**config.mk**
```make
export PLATFORM = sky130hd
export DESIGN_NAME = hazard_ctrl_flat
export DESIGN_NICKNAME = d
export VERILOG_FILES = /design/src/rtl/hazard_if.sv /design/src/rtl/hazard_ctrl.sv /design/src/flat_wrapper.sv
export SDC_FILE = /design/constraint.sdc
export NUM_CORES = 1
export LEC_CHECK = 0
export ABC_AREA = 1
export CORE_ASPECT_RATIO = 0.5
export CORE_UTILIZATION = 49
export CTS_BUF_LIST = sky130_fd_sc_hd__clkbuf_2
export DETAILED_ROUTE_END_ITERATION = 12
export HOLD_SLACK_MARGIN = 0.08
export PLACE_DENSITY_LB_ADDON = 0.1
export SLEW_MARGIN = 20
export SYNTH_ARGS = -nofsm -noshare
export SYNTH_HDL_FRONTEND = slang
export SYNTH_SLANG_ARGS = --single-unit
```
**constraint.sdc**
```tcl
create_clock -name clk -period 1.9 [get_ports clk]
set_input_delay 0.19 -clock clk [delete_from_list [all_inputs] [get_ports clk]]
set_output_delay 0.19 -clock clk [all_outputs]
set_load 0.005 [all_outputs]
```
**src/rtl/hazard_if.sv**
```systemverilog
// hazard_if: decode/pipeline <-> hazard controller signal bundle.
//  master : pipeline side, drives stage addresses/enables, receives controls.
//  slave  : hazard controller side.
//  D-stage  : A1D, A2D, tuse_rs, tuse_rt, md_useD
//  E/M/W    : A3E/M/W, RegWriteE/M/W, res_E, res_M
//  MDU      : md_startE, md_divE -> md_busy, md_done
//  Controls : stallF, stallD, flushE, fwd_rsD/rtD/rsE/rtE, fwd_rtM
interface hazard_if;
  logic [4:0] A1D, A2D;
  logic [1:0] tuse_rs, tuse_rt;
  logic       md_useD;
  logic [4:0] A3E, A3M, A3W;
  logic       RegWriteE, RegWriteM, RegWriteW;
  logic [1:0] res_E, res_M;
  logic       md_startE, md_divE;
  logic       stallF, stallD, flushE;
  logic [1:0] fwd_rsD, fwd_rtD, fwd_rsE, fwd_rtE;
  logic       fwd_rtM;
  logic       md_busy, md_done;

  modport master (
    output A1D, A2D, tuse_rs, tuse_rt, md_useD,
    output A3E, A3M, A3W, RegWriteE, RegWriteM, RegWriteW, res_E, res_M,
    output md_startE, md_divE,
    input  stallF, stallD, flushE, fwd_rsD, fwd_rtD, fwd_rsE, fwd_rtE, fwd_rtM,
    input  md_busy, md_done
  );

  modport slave (
    input  A1D, A2D, tuse_rs, tuse_rt, md_useD,
    input  A3E, A3M, A3W, RegWriteE, RegWriteM, RegWriteW, res_E, res_M,
    input  md_startE, md_divE,
    output stallF, stallD, flushE, fwd_rsD, fwd_rtD, fwd_rsE, fwd_rtE, fwd_rtM,
    output md_busy, md_done
  );
endinterface

```
**src/rtl/hazard_ctrl.sv**
```systemverilog
// hazard_ctrl: stall/flush/forward sequencing for the 5-stage pipeline plus
// the multi-cycle MDU busy tracker.
//  clk, rst_n : clock (rising), asynchronous active-low reset
//  hz         : hazard_if.slave bundle (see hazard_if.sv for signal list)
// Stall/flush and forward selects are combinational on the current inputs;
// the E-stage rs/rt, M-stage rt and MDU state are registered here.
module hazard_ctrl #(
  parameter int MULT_CYCLES = 5,
  parameter int DIV_CYCLES  = 10,
  parameter int CNT_W       = 4
) (
  input  logic     clk,
  input  logic     rst_n,
  hazard_if.slave  hz
);

  localparam logic [CNT_W-1:0] MULT_LD = CNT_W'(MULT_CYCLES - 1);
  localparam logic [CNT_W-1:0] DIV_LD  = CNT_W'(DIV_CYCLES - 1);

  // Tnew of the producer in each stage
  logic [1:0] tnew_e;
  logic       tnew_m;
  always_comb begin
    case (hz.res_E)
      2'b01:   tnew_e = 2'd1;
      2'b10:   tnew_e = 2'd2;
      default: tnew_e = 2'd0;
    endcase
  end
  assign tnew_m = (hz.res_M == 2'b10);

  // A stage can only be a producer when it writes a nonzero register
  logic vld_e, vld_m, vld_w;
  assign vld_e = hz.RegWriteE && (hz.A3E != 5'd0);
  assign vld_m = hz.RegWriteM && (hz.A3M != 5'd0);
  assign vld_w = hz.RegWriteW && (hz.A3W != 5'd0);

  // Source operands: index 0 = rs, 1 = rt
  logic [1:0][4:0] a_d, a_e;
  logic [1:0][1:0] tuse;
  logic [1:0][1:0] fwd_d, fwd_e;
  logic [1:0]      data_stall_v;
  logic [4:0]      rt_m;

  assign a_d  = {hz.A2D, hz.A1D};
  assign tuse = {hz.tuse_rt, hz.tuse_rs};

  for (genvar i = 0; i < 2; i++) begin : g_src
    logic hit_e, hit_m, hit_w, ex_m, ex_w;
    assign hit_e = vld_e && (a_d[i] == hz.A3E);
    assign hit_m = vld_m && (a_d[i] == hz.A3M);
    assign hit_w = vld_w && (a_d[i] == hz.A3W);
    // tuse==3 (not read) is never below a Tnew of at most 2
    assign data_stall_v[i] = (hit_e && (tuse[i] < tnew_e)) ||
                             (hit_m && (tuse[i] < {1'b0, tnew_m}));
    assign fwd_d[i] = (hit_e && tnew_e == 2'd0) ? 2'd1 :
                      (hit_m && !tnew_m)        ? 2'd2 :
                      hit_w                     ? 2'd3 : 2'd0;
    // E-stage operands look one stage further down the pipe
    assign ex_m = vld_m && (a_e[i] == hz.A3M);
    assign ex_w = vld_w && (a_e[i] == hz.A3W);
    assign fwd_e[i] = (ex_m && !tnew_m) ? 2'd2 :
                      ex_w              ? 2'd3 : 2'd0;
  end

  // MDU tracker
  typedef enum logic {IDLE, BUSY} md_state_t;
  md_state_t        state;
  logic [CNT_W-1:0] count;
  logic             md_busy_q, md_done_q;

  logic md_stall, stall;
  assign md_stall = hz.md_useD && (md_busy_q || hz.md_startE);
  assign stall    = (|data_stall_v) || md_stall;

  assign hz.stallF  = stall;
  assign hz.stallD  = stall;
  assign hz.flushE  = stall;
  assign hz.fwd_rsD = fwd_d[0];
  assign hz.fwd_rtD = fwd_d[1];
  assign hz.fwd_rsE = fwd_e[0];
  assign hz.fwd_rtE = fwd_e[1];
  assign hz.fwd_rtM = vld_w && (rt_m == hz.A3W);
  assign hz.md_busy = md_busy_q;
  assign hz.md_done = md_done_q;

  // E-stage bubble on stall; the M stage never holds
  always_ff @(posedge clk or negedge rst_n) begin
    if (!rst_n) begin
      a_e  <= '0;
      rt_m <= '0;
    end else begin
      a_e  <= stall ? '0 : a_d;
      rt_m <= a_e[1];
    end
  end

  // done is registered alongside the count so it is high exactly while
  // BUSY holds count==0; a start (even while busy) reloads.
  always_ff @(posedge clk or negedge rst_n) begin
    if (!rst_n) begin
      state     <= IDLE;
      count     <= '0;
      md_busy_q <= 1'b0;
      md_done_q <= 1'b0;
    end else if (hz.md_startE) begin
      state     <= BUSY;
      count     <= hz.md_divE ? DIV_LD : MULT_LD;
      md_busy_q <= 1'b1;
      md_done_q <= hz.md_divE ? (DIV_LD == '0) : (MULT_LD == '0);
    end else begin
      case (state)
        BUSY: begin
          if (count == '0) begin
            state     <= IDLE;
            md_busy_q <= 1'b0;
            md_done_q <= 1'b0;
          end else begin
            count     <= count - 1'b1;
            md_done_q <= (count == CNT_W'(1));
          end
        end
        default: begin
          md_busy_q <= 1'b0;
          md_done_q <= 1'b0;
        end
      endcase
    end
  end

endmodule

```
**src/flat_wrapper.sv**
```systemverilog
// flat-port wrapper written by rule: the top's interface ports become plain ports
module hazard_ctrl_flat 
#(
  parameter int MULT_CYCLES = 5,
  parameter int DIV_CYCLES  = 10,
  parameter int CNT_W       = 4
)
  (clk, rst_n, hz_A1D, hz_A2D, hz_tuse_rs, hz_tuse_rt, hz_md_useD, hz_A3E, hz_A3M, hz_A3W, hz_RegWriteE, hz_RegWriteM, hz_RegWriteW, hz_res_E, hz_res_M, hz_md_startE, hz_md_divE, hz_stallF, hz_stallD, hz_flushE, hz_fwd_rsD, hz_fwd_rtD, hz_fwd_rsE, hz_fwd_rtE, hz_fwd_rtM, hz_md_busy, hz_md_done);
  hazard_if hz_i ();
  input  logic clk;
  input  logic rst_n;
  input wire logic [$bits(hz_i.A1D)-1:0] hz_A1D;
  input wire logic [$bits(hz_i.A2D)-1:0] hz_A2D;
  input wire logic [$bits(hz_i.tuse_rs)-1:0] hz_tuse_rs;
  input wire logic [$bits(hz_i.tuse_rt)-1:0] hz_tuse_rt;
  input wire logic [$bits(hz_i.md_useD)-1:0] hz_md_useD;
  input wire logic [$bits(hz_i.A3E)-1:0] hz_A3E;
  input wire logic [$bits(hz_i.A3M)-1:0] hz_A3M;
  input wire logic [$bits(hz_i.A3W)-1:0] hz_A3W;
  input wire logic [$bits(hz_i.RegWriteE)-1:0] hz_RegWriteE;
  input wire logic [$bits(hz_i.RegWriteM)-1:0] hz_RegWriteM;
  input wire logic [$bits(hz_i.RegWriteW)-1:0] hz_RegWriteW;
  input wire logic [$bits(hz_i.res_E)-1:0] hz_res_E;
  input wire logic [$bits(hz_i.res_M)-1:0] hz_res_M;
  input wire logic [$bits(hz_i.md_startE)-1:0] hz_md_startE;
  input wire logic [$bits(hz_i.md_divE)-1:0] hz_md_divE;
  output wire logic [$bits(hz_i.stallF)-1:0] hz_stallF;
  output wire logic [$bits(hz_i.stallD)-1:0] hz_stallD;
  output wire logic [$bits(hz_i.flushE)-1:0] hz_flushE;
  output wire logic [$bits(hz_i.fwd_rsD)-1:0] hz_fwd_rsD;
  output wire logic [$bits(hz_i.fwd_rtD)-1:0] hz_fwd_rtD;
  output wire logic [$bits(hz_i.fwd_rsE)-1:0] hz_fwd_rsE;
  output wire logic [$bits(hz_i.fwd_rtE)-1:0] hz_fwd_rtE;
  output wire logic [$bits(hz_i.fwd_rtM)-1:0] hz_fwd_rtM;
  output wire logic [$bits(hz_i.md_busy)-1:0] hz_md_busy;
  output wire logic [$bits(hz_i.md_done)-1:0] hz_md_done;
  assign hz_i.A1D = hz_A1D;
  assign hz_i.A2D = hz_A2D;
  assign hz_i.tuse_rs = hz_tuse_rs;
  assign hz_i.tuse_rt = hz_tuse_rt;
  assign hz_i.md_useD = hz_md_useD;
  assign hz_i.A3E = hz_A3E;
  assign hz_i.A3M = hz_A3M;
  assign hz_i.A3W = hz_A3W;
  assign hz_i.RegWriteE = hz_RegWriteE;
  assign hz_i.RegWriteM = hz_RegWriteM;
  assign hz_i.RegWriteW = hz_RegWriteW;
  assign hz_i.res_E = hz_res_E;
  assign hz_i.res_M = hz_res_M;
  assign hz_i.md_startE = hz_md_startE;
  assign hz_i.md_divE = hz_md_divE;
  assign hz_stallF = hz_i.stallF;
  assign hz_stallD = hz_i.stallD;
  assign hz_flushE = hz_i.flushE;
  assign hz_fwd_rsD = hz_i.fwd_rsD;
  assign hz_fwd_rtD = hz_i.fwd_rtD;
  assign hz_fwd_rsE = hz_i.fwd_rsE;
  assign hz_fwd_rtE = hz_i.fwd_rtE;
  assign hz_fwd_rtM = hz_i.fwd_rtM;
  assign hz_md_busy = hz_i.md_busy;
  assign hz_md_done = hz_i.md_done;
  hazard_ctrl #(.MULT_CYCLES(MULT_CYCLES), .DIV_CYCLES(DIV_CYCLES), .CNT_W(CNT_W)) u_core (.clk(clk), .rst_n(rst_n), .hz(hz_i));
endmodule
```
==> key figures <==
Layout
  – Area grow syn2layout: 44.9%
  – # diodes: 0
  – Share of cells above drive strength 1: 24.8%
  – Fin nets: between 300 and 400
  – Utilization after layout: 77.4%

Floorplan
  – Die area: 4160 um^2
  – Placement row count: 15
  – Initial Util: 53.4%
  – Die width: roughly 90 um
  – Core area: ~3600 um^2
  – Die Y: about 46 um
  – IO Pins: 55

Pwr
  – Sequential cell fraction of total power: between 30 and 40%
  – Leak: approximately 1.4 nW
  – Internal: between 1 and 1.5 mW
  – Pwr Density: approximately 600 nW/um^2
  – Worst vdd ir: roughly 0.70 mV
  – Clk pwr share: about a fifth
  – Switching Fraction: approximately 35%
  – Sw Pwr: 0.583 mW
  – Comb pwr share: 43.8%
  – Total power: 1.69 mW

GRT
  – Vias in the first global route: roughly 1900
  – Largest net degree at the start of global routing: 23
  – Overflow after GRT: 0
  – Initial antenna violation count: 0
  – GRT Util Overall: roughly 28%
  – First-pass GRT wire length: 8710 um

STA
  – Setup ws final: 0.0856 ns
  – RSZ-0062 raised after global routing: true
  – Worst slew pin tran: approximately 0.4 ns
  – Max-slew violation count: 0
  – FMAX: 0.551 GHz
  – Rel. slew slack: roughly three quarters
  – Fin crit share: between 90% and 100%
  – Hold_ws: between 0.15 and 0.2 ns
  – TNS Setup: 0 ns
  – Final min period: 1.81 ns
  – Hold Fails Final Rpt: 0
  – Setup-failing EPs final: 0
  – Clock skew: between 0.01 and 0.015 ns

Route
  – Wire per inst: 14.3 um
  – Initial DRT Pass Iterations: 4
  – Post-Route WL: 5470 um
  – Post-DRT Antenna Nets: 0
  – DR vias: 1925
  – Initial DRC Count: 97
  – # DRC: 0
  – Via density: approximately 5

Clock tree
  – CTS Buffer Depth: 2
  – Total CTS buffers: 3
  – CTS tree: done
  – # clock sinks: 22
  – Clock latency on the worst-skew pair: 0.33 ns
  – Clk root buf: clkbuf_2
  – CTS clk-pin slew, worst paths: 0.21 ns
  – Clock H-tree levels: 1
  – CTS Hold Bufs: 0

Placed design
  – GP Congestion: approximately 0.91
  – Placement Setup Slack: -0.566 ns
  – DP HPWL: between 4000 and 5000 um
  – IO Port Bufs: 54

Logic synthesis
  – Main synth FF type: dfrtp_1
  – Netlist cell types: 27
  – Syn nets: around 300
  – YS warnings: 0
  – Gate Count Post-Synth: between 200 and 250
  – Mapped Area: 1910 um^2
  – EDFF count, synth: 0
  – Seq cells post-synth: 22
  – Ys async rst share: 100%
  – Synth Area per Inst: 7.65 um^2
  – Post-synthesis sequential area ratio: between 20% and 30%

Run
  – Max-Cap Viols: 0

Critical path
  – Crit start category: input pin
  – Slowest CP cell: ha_1
  – CP max stage delay: about 0.26 ns
  – Critical path type: in2out
  – Crit end category: output port
  – Max FO, Critical Path: 3
  – Req. time, crit path: 1.71 ns
  – Data arrival time of the critical path: roughly 1.6 ns
  – Cell chain of the critical path: dlygate4sd2_1 -> inv_1 -> ha_2 -> inv_2 -> ha_1 -> a21oi_1 -> nand3_1 -> nand3_2 -> or2_4 -> clkdlybuf4s15_2

Run status
  – Status: finished, final reports clean

Hold path
  – Worst hold path type: in2async
[sequential cells by signal (all words and copies together), names as in the netlist]
register,flops
u_core.a_e,10
u_core.rt_m,5
u_core.count,4
u_core.hz.md_busy,1
u_core.hz.md_done,1
u_core.state,1
[layer usage]
metal / share of wire, % / vias to the layer above / track usage [%]
met4: 1.1 / 0 / 9.03
met2: 47 / 63 / 51.5
met3: 6.5 / 6 / 5.28
li1: - / 949 / -
met1: 46 / 907 / 35.1
met5: 0 / - / 0
[timing repair]
item,4_1_cts,5_1_grt
resized for setup,57,15
buffers inserted,4,1
cloned,0,0
endpoints found under the hold margin,0,0
setup endpoints to repair,12,8
pin swaps,14,14
[worst max-delay path, delay by kind of cell]
| kind | cells | cell delay (ns) |
|---|---|---|
| and+or+nand+nor | 3 | 0.40 |
| AOI/OAI and AO/OA | 1 | 0.05 |
| adders and majority gates | 2 | 0.42 |
| buffers and inverters | 4 | 0.56 |
[power by group through the flow]
stage	Clock, mW	Combinational (mW)	Sequential, mW
2_1_floorplan	0	0.410	0.624
3_3_place_gp	0	0.679	0.632
3_5_place_dp	0	0.702	0.638
4_1_cts	0.327	0.711	0.625
5_1_grt	0.348	0.821	0.638
6_report	0.322	0.740	0.628
[metrics by stage]
step / instances / area, um^2
global route: 382 / 2760
detailed placement: 373 / 2660
CTS: 381 / 2720
floorplan: 249 / 1910
finish: 382 / 2760
global placement: 373 / 2660
[area by class of cell]
cell class / count / area (um^2)
timing repair buffer: 90 / 764
fill: 287 / 805
inverter: 34 / 128
sequential: 22 / 551
multi-input combinational: 181 / 1210
clock buffer: 3 / 15.0
tap: 51 / 63.8
clock inverter: 1 / 30.0
[logic make-up after synthesis]
kind of cell             share of synthesized area (%)
flip-flops                                        28.9
buffers and inverters                             11.2
AO/OA/AOI/OAI                                     5.06
AND/OR/NAND/NOR                                   29.3
adder cells (fa/ha/maj)                           3.94
XOR/XNOR                                          21.6
[Yosys cell counts, types with 3 or more instances]
cell	instances	share of area (%)
nor2_1	17	3.3
nand2_1	41	8.1
nand3_1	17	4.5
ha_1	6	3.9
or2_1	5	1.6
o21ai_0	3	0.79
inv_2	7	1.4
buf_6	3	1.8
nor3_1	7	1.8
xor2_1	19	8.7
nand4_1	7	2.3
xnor2_1	28	13
inv_1	27	5.3
buf_2	6	1.6
a21oi_1	8	2.1
dfrtp_1	22	29
nor3_2	10	5.3
o21ai_1	4	1.1
buf_4	3	1.2
[worst paths after layout]
path / from / endpoint / slack [ns] / depth (start not counted)
worst min-delay path: rst_n / u_core.hz.md_busy / 0.16 / 2
worst max-delay path: hz_res_E[0] / hz_stallD / 0.09 / 10
worst min register to register: u_core.a_e[6] / u_core.rt_m[1] / 0.49 / 0
worst max register to register: u_core.count[0] / u_core.count[2] / 0.35 / 7
max in group asynchronous: rst_n / u_core.a_e[8] / 1.52 / 2
min in group clk: hz_A1D[3] / u_core.a_e[3] / 0.37 / 4
[cells in the final DEF (no fill, tap or decap), types with 2 or more instances in the layout]
| cell type | count |
|---|---|
| nor2_1 | 16 |
| clkdlybuf4s50_1 | 16 |
| xor2_1 | 19 |
| nand3_1 | 16 |
| a21oi_1 | 7 |
| clkbuf_2 | 6 |
| clkdlybuf4s15_1 | 3 |
| nor3_2 | 16 |
| xnor2_1 | 27 |
| buf_4 | 34 |
| nand4_1 | 7 |
| clkdlybuf4s15_2 | 2 |
| nand2_2 | 2 |
| ha_1 | 4 |
| inv_2 | 8 |
| or2_1 | 4 |
| o21ai_0 | 2 |
| inv_1 | 26 |
| dlygate4sd2_1 | 29 |
| buf_6 | 2 |
| dfrtp_1 | 22 |
| o21ai_1 | 5 |
| nor2_2 | 3 |
| nand2_1 | 40 |
Power figures use the tool's default switching activity.
